[src/rtl/simon_seq_memory.sv]
// rtl/simon_seq_memory.sv - Simon Says sequence store with stream playback and entry checking
module simon_seq_memory #(
    parameter int DATA_WIDTH = 6,
    parameter int DEPTH      = 32,
    parameter int ADDR_WIDTH = $clog2(DEPTH)
) (
    input  logic                  clk,
    input  logic                  rst_n,
    input  logic                  clear,
    input  logic                  append_en,
    input  logic [DATA_WIDTH-1:0] append_data,
    input  logic                  play_start,
    input  logic                  check_start,
    output logic [DATA_WIDTH-1:0] play_data,
    output logic                  play_valid,
    input  logic                  play_ready,
    output logic                  play_last,
    input  logic                  check_en,
    input  logic [DATA_WIDTH-1:0] check_data,
    output logic                  check_ready,
    output logic                  check_match,
    output logic                  check_fail,
    output logic                  check_done,
    output logic [ADDR_WIDTH:0]   length,
    output logic                  full,
    output logic                  busy
);

    typedef enum logic [2:0] {IDLE, PLAY_RD, PLAY_OUT, CHK_RD, CHK_WAIT} state_t;

    localparam logic [ADDR_WIDTH:0]   LEN_ONE = (ADDR_WIDTH+1)'(1);
    localparam logic [ADDR_WIDTH:0]   LEN_MAX = (ADDR_WIDTH+1)'(DEPTH);
    localparam logic [ADDR_WIDTH-1:0] IDX_ONE = ADDR_WIDTH'(1);

    logic [DATA_WIDTH-1:0] mem [DEPTH];

    state_t                state_q, state_d;
    logic [ADDR_WIDTH:0]   len_q, len_d;
    logic [ADDR_WIDTH-1:0] idx_q, idx_d;
    logic [DATA_WIDTH-1:0] rd_q, rd_d;
    logic                  match_q, match_d;
    logic                  fail_q, fail_d;
    logic                  done_q, done_d;
    logic                  mem_we;
    logic                  at_last;
    logic                  is_full;

    assign is_full = (len_q == LEN_MAX);
    assign at_last = ({1'b0, idx_q} == (len_q - LEN_ONE));

    // rd_q serves as playback data in PLAY_OUT and as the expected step in CHK_WAIT
    always_comb begin
        state_d = state_q;
        len_d   = len_q;
        idx_d   = idx_q;
        rd_d    = rd_q;
        match_d = 1'b0;
        fail_d  = 1'b0;
        done_d  = 1'b0;
        mem_we  = 1'b0;
        if (clear) begin
            state_d = IDLE;
            len_d   = '0;
            idx_d   = '0;
        end else begin
            case (state_q)
                IDLE: begin
                    if (append_en && !is_full) begin
                        mem_we = 1'b1;
                        len_d  = len_q + LEN_ONE;
                    end else if (play_start && len_q != '0) begin
                        state_d = PLAY_RD;
                        idx_d   = '0;
                    end else if (check_start && len_q != '0) begin
                        state_d = CHK_RD;
                        idx_d   = '0;
                    end
                end
                PLAY_RD: begin
                    rd_d    = mem[idx_q];
                    state_d = PLAY_OUT;
                end
                PLAY_OUT: begin
                    if (play_ready) begin
                        if (at_last) begin
                            state_d = IDLE;
                        end else begin
                            idx_d   = idx_q + IDX_ONE;
                            state_d = PLAY_RD;
                        end
                    end
                end
                CHK_RD: begin
                    rd_d    = mem[idx_q];
                    state_d = CHK_WAIT;
                end
                CHK_WAIT: begin
                    if (check_en) begin
                        if (check_data == rd_q) begin
                            match_d = 1'b1;
                            if (at_last) begin
                                done_d  = 1'b1;
                                state_d = IDLE;
                            end else begin
                                idx_d   = idx_q + IDX_ONE;
                                state_d = CHK_RD;
                            end
                        end else begin
                            fail_d  = 1'b1;
                            state_d = IDLE;
                        end
                    end
                end
                default: state_d = IDLE;
            endcase
        end
    end

    always_ff @(posedge clk or negedge rst_n) begin
        if (!rst_n) begin
            state_q <= IDLE;
            len_q   <= '0;
            idx_q   <= '0;
            rd_q    <= '0;
            match_q <= 1'b0;
            fail_q  <= 1'b0;
            done_q  <= 1'b0;
        end else begin
            state_q <= state_d;
            len_q   <= len_d;
            idx_q   <= idx_d;
            rd_q    <= rd_d;
            match_q <= match_d;
            fail_q  <= fail_d;
            done_q  <= done_d;
        end
    end

    // Storage is deliberately left unreset; length alone defines what is reachable
    always_ff @(posedge clk) begin
        if (mem_we) begin
            mem[len_q[ADDR_WIDTH-1:0]] <= append_data;
        end
    end

    assign play_data   = rd_q;
    assign play_valid  = (state_q == PLAY_OUT);
    assign play_last   = (state_q == PLAY_OUT) && at_last;
    assign check_ready = (state_q == CHK_WAIT);
    assign check_match = match_q;
    assign check_fail  = fail_q;
    assign check_done  = done_q;
    assign length      = len_q;
    assign full        = is_full;
    assign busy        = (state_q != IDLE);

endmodule

[config.mk]
export PLATFORM = sky130hd
export DESIGN_NAME = simon_seq_memory
export DESIGN_NICKNAME = d
export VERILOG_FILES = /design/src/rtl/simon_seq_memory.sv
export SDC_FILE = /design/constraint.sdc
export NUM_CORES = 1
export LEC_CHECK = 0
export CORE_MARGIN = 2
export CORE_UTILIZATION = 60
export DETAILED_ROUTE_END_ITERATION = 10
export PLACE_DENSITY = 0.79
export SLEW_MARGIN = 30
export SYNTH_ARGS = -nofsm -noshare
export SYNTH_HDL_FRONTEND = slang
export SYNTH_SLANG_ARGS = --single-unit
export TNS_END_PERCENT = 1
[constraint.sdc]
create_clock -name clk -period 5.8 [get_ports clk]
set_input_delay 0.58 -clock clk [delete_from_list [all_inputs] [get_ports clk]]
set_output_delay 0.58 -clock clk [all_outputs]
set_load 0.03 [all_outputs]
# After elaboration in Yosys (flattened, before gate mapping)
# Memories as Yosys holds them, arrays and structs flattened. A register that Yosys moved wholly into a read port is not among the register bits.
# Index checks and enable logic that the tools add are counted.
# word_totals
reg_bits	17
wordCells	80
output_inout_bits	20
inputBits	20
n_memories	1
ramBits	192
# classes
n_addsub	3
reduce_logical	17
n_eq_ne	12
n_bitwise	1
n_mux	40
# memory_table
memory	depth	width	read_ports	rd_clocked_by_memory_dff	wr	line_no	source
mem	32	6	1	1	1	35	logic [DATA_WIDTH-1:0] mem [DEPTH];
# op_table
op	count
2-to-1 mux 5 bit	8
2-to-1 mux 3 bit	7
2-to-1 mux 1 bit	19
2-to-1 mux 6 bit	3
one-hot mux 3 bit (5 select lines)	1
one-hot mux 5 bit (3 select lines)	1
adder 6 x 1 -> 6 bit (second input constant)	1
== test 3 x 2 -> 1 bit (second input constant)	2
== test 5 x 6 -> 1 bit	1
== test 6 bit	1
== test 6 bit (second input constant)	1
inequality test 3 x 2 -> 1 bit (second input constant)	2
inequality test 3 bit (second input constant)	2
AND reduction 6 bit	1
nonzero test 6 bit	1
subtractor 6 x 1 -> 6 bit (second input constant)	1
adder 5 x 1 -> 5 bit (second input constant)	1
logical AND 1 bit	4
inequality test 4 bit (second input constant)	1
AND reduction 2 bit	2
AND reduction 4 bit	1
nonzero test 2 bit	2
nonzero test 4 bit	1
== test 3 x 1 -> 1 bit (second input constant)	1
other kinds (7)	8

# Longest topological paths before layout
# logic_depth
word_depth	8
mapped_depth	10
mapped_depth_nobuf	8

# Least setup slack after synthesis
# No wires, ideal clock.
# synth_timing
path_kind	register -> output
startpoint	reg len_q[0] (netlist: length[0])
endpoint	out play_last
required_ns	5.220
stages_incl_launch_ff	10
setup_slack_ns	2.605
arrival_time_ns	2.615
path_cell_list	dfrtp_1 clkbuf_1 inv_1 ha_1 nor2b_1 or3_1 a31o_1 or2_1 buf_6 nor2_1
# synth_via
elab_chain_cells	3
# synth_lines
item	line_no	source
start: declaration	38	logic [ADDR_WIDTH:0] len_q, len_d;
start signal: assignment	130	len_q <= len_d;
subtractor 6 x 1 -> 6 bit	49	assign at_last = ({1'b0, idx_q} == (len_q - LEN_ONE));
== test 5 x 6 -> 1 bit	49	
logical AND 1 bit	148	assign play_last = (state_q == PLAY_OUT) && at_last;
end: declaration	17	output logic play_last,
# Every way passes these cells.

# Worst setup path in the final report
# Ends and elaborated chain as after synthesis.

==> metrics.md <==
| Metric | Value |
|---|---|
| Status | finished clean |
| Min-delay worst type | in -> async |
| GRT overflow | 0 |
| Minimum clock period | between 3000 and 4000 ps |
| Final hold vios | 0 |
| CP Max Fanout | 10 |
| Sum of negative setup slack | 0 ps |
| P_leak | between 3 and 4 nW |
| Die area | 0.0159 sq mm |
| Hold_buf cts | 0 |
| Total CTS buffers | 21 |
| Top FF cell, synth | edfxtp_1 |
| Setup slack, reg-to-reg | 2720 ps |
| ANT nets after route | 0 |
| Total Power | between 0.003 and 0.004 W |
| Die Wd | ~130 um |
| Fin. max-slew vios | 0 |
| Reg-to-Reg End | mem[17][0]$_DFFE_PP_ |
| Vias in the first global route | 4773 |
| Pre-CTS setup slack | around 2400 ps |
| Mapped cell area | between 0.008 and 0.009 sq mm |
| Post-synthesis net count | roughly 510 |
| Initial DRC count | 620 |
| Setup-failing EPs final | 0 |
| CTS tree | done |
| Register area share after synthesis | 0.709 |
| Multi-input logic area | 0.00246 sq mm |
| Worst Setup SP | length[0]$_DFFE_PN0P_ |
| Switch Pwr | around 0.001 W |
| Routed length per instance | approximately 26 um |
| H-tree lvl count | 1 |
| Launch point of the worst reg-to-reg path | length[2]$_DFFE_PN0P_ |
| Yosys reg bits | 215 |
| F_max | between 0.2 and 0.3 GHz |
| Post-synthesis average cell area | around 18 sq um |
| Buf/Inv on CP | 2 |
| Post-Place Cells | 680 |
| Measured slew at the worst slew-check pin | around 810 ps |
| Pwr/cell area | 389 mW/mm^2 |
| Sequential power share | 0.464 |
| VDD IR max | ~280 uV |
| CTS root buffer | clkbuf_16 |
| GRT Util Overall | 0.239 |
| Io pins | 40 |
| Tcrit/Tclk final | 0.679 |
| Internal power | approximately 0.0029 W |
| Startpoint Class | register |
| Clock skew | approximately 20 ps |
| Unrepaired setup endpoints after global routing | false |
| Clk slew on worst S/H paths | roughly 60 ps |
| Vias | 4677 |
| Number of stages on the worst setup path | 8 |
| Layout cells sized above 1 | 0.214 |
| Drt total wl | around 18000 um |
| CP arrival | roughly 3400 ps |
| Die height | around 130 um |
| Cells after Synth | roughly 480 |
| Crit path to | play_last |
| Non-filler cells, final | just over 700 |
| Post-cts resize count | 0 |
| Core ar. | between 0.01 and 0.015 sq mm |
| Residual DRC count | 0 |
| Fillcell total | slightly below 900 |
| Sw Share | 0.258 |
| Clock Power Share | 0.356 |
| Ant. Diodes | 0 |
| Critical path, cell by cell | inv_1, ha_1, nor2b_1, or3_1, a31o_1, or2_1, nor2_1, clkdlybuf4s50_1 |
| R2R cell count | 5 |
| WP data required | ~5200 ps |
| Hpwl dp | around 11000 um |
| Sink Count | between 200 and 250 |
| Relative slew slack | 0.459 |
| Final WS setup | around 1900 ps |
| Post-synth EDFFs | 192 |
| First-pass GRT wire length | slightly below 30000 um |
| Crit Path Category | reg -> out |
| Netlist cell types | 52 |
| CP top delay family | simple AND/OR/NAND/NOR gates |
| Sequential standard cell area | about 0.0063 sq mm |
| Skew-Pair Late Insertion Delay | about 500 ps |
| IO buf count | 39 |
| Largest net degree at the start of global routing | between 50 and 60 |
| Initial antenna violation count | 0 |
| Combinational power share | 0.180 |
| DR vias/cell | about 6.5 |
| Final GP Congestion | just under 0.9 |
| Clock Tree Buf Depth | 3 |
| WHS | 63.5 ps |
| Share of async-settable or async-resettable flops after synthesis | 0.107 |
| Postcts setup bufs | 0 |
| CP Capture Type | output port |
| Nets@finish | approximately 540 |
| MaxCap Viol Count | 0 |
| Yosys warnings | 0 |
| Initial Util | 0.615 |
| Slowest cell on the critical path | clkdlybuf4s50_1 |
| Detailed Routing Iterations Pass 1 | 5 |
| FP Rows | 44 |
| CP peak stage delay | around 670 ps |
| Area Overhead vs Synth | 13.5% |
## power groups by stage
stage	Clock (W)	Sequential (W)	Combinational [W]
6_report	0.00140	0.00183	0.000711
5_1_grt	0.00148	0.00184	0.000757
4_1_cts	0.00142	0.00183	0.000714
3_5_place_dp	0	0.00186	0.000706
3_3_place_gp	0	0.00189	0.000647
2_1_floorplan	0	0.00185	0.000489
## metrics by stage
stage | instance area (sq um) | utilization
after CTS | 10100 | 0.698
after global routing | 10100 | 0.698
after detailed placement | 9430 | 0.649
after floorplan | 8940 | -
after global placement | 9440 | 0.650
final | 10100 | 0.698
## cell usage after synthesis, types with 5 or more instances
cell      instances  area share
ha_1              5      0.0070
nor3_1            8      0.0045
inv_1             5      0.0021
nand3b_1          6      0.0050
mux4_2           60        0.15
dfrtp_1          23       0.064
edfxtp_1        192        0.65
xor2_1            9      0.0088
mux2i_1           6      0.0067
or3_1             5      0.0035
a21oi_1           9      0.0050
buf_2             8      0.0045
nand2_1           8      0.0034
clkbuf_1         18      0.0076
xnor2_1           8      0.0078
nor2_1           60       0.025
## layer usage
metal,up-vias,GRT usage,part of all wire
li1,2005,-,-
met1,2416,0.346,0.41
met2,227,0.389,0.49
met3,29,0.0484,0.081
met4,0,0.0530,0.016
met5,-,0,0
## registers in the layout (all words and copies together) (netlist names)
| register | flops |
|---|---|
| check_done | 1 |
| length | 6 |
| state_q | 3 |
| idx_q | 5 |
| mem | 192 |
| check_fail | 1 |
| check_match | 1 |
| play_data | 6 |
## final cells by class
class,count,area share
Clock buffer,23,0.0525
Clock inverter,14,0.0174
Inverter,5,0.00185
Multi-Input combinational cell,235,0.242
Sequential cell,215,0.626
Tap cell,184,0.0227
Timing Repair Buffer,41,0.0377
## kinds of logic (layout without fill, tap and decap cells)
kind of cell | after synthesis | after routing | share of synthesized area
fa+ha+maj | 5 | 5 | 0.00700
simple gates | 117 | 117 | 0.0658
flops | 215 | 215 | 0.709
compound gates | 29 | 29 | 0.0252
mux | 67 | 67 | 0.160
xor+xnor | 17 | 17 | 0.0167
buf+inv | 34 | 83 | 0.0164
## layout by cell type, fill, tap and decap left out, drive strengths merged, types with 6 or more instances in the layout
cell and instances:
a21oi 9, buf 9, clkbuf 23, clkdlybuf4s50 32, clkinv 8, dfrtp 23, edfxtp 192, inv 6
mux2i 6, mux4 60, nand2 8, nand3b 6, nor2 61, nor3 8, xnor2 8, xor2 9
## worst min path at each step
stage                     slack, ps                startpoint  cells after the start                  endpoint
after global routing             90                     rst_n                      1      idx_q[1]$_DFFE_PN0P_
after floorplan                 280                     rst_n                      0      check_done$_DFF_PN0_
after detailed placement        570  play_data[3]$_DFFE_PN0P_                      2  play_data[3]$_DFFE_PN0P_
after CTS                        70                     rst_n                      1      idx_q[1]$_DFFE_PN0P_
after global placement          560  play_data[1]$_DFFE_PN0P_                      2  play_data[1]$_DFFE_PN0P_
final                            60                     rst_n                      1  play_data[4]$_DFFE_PN0P_
No activity file was read; power rests on OpenSTA's default activity.
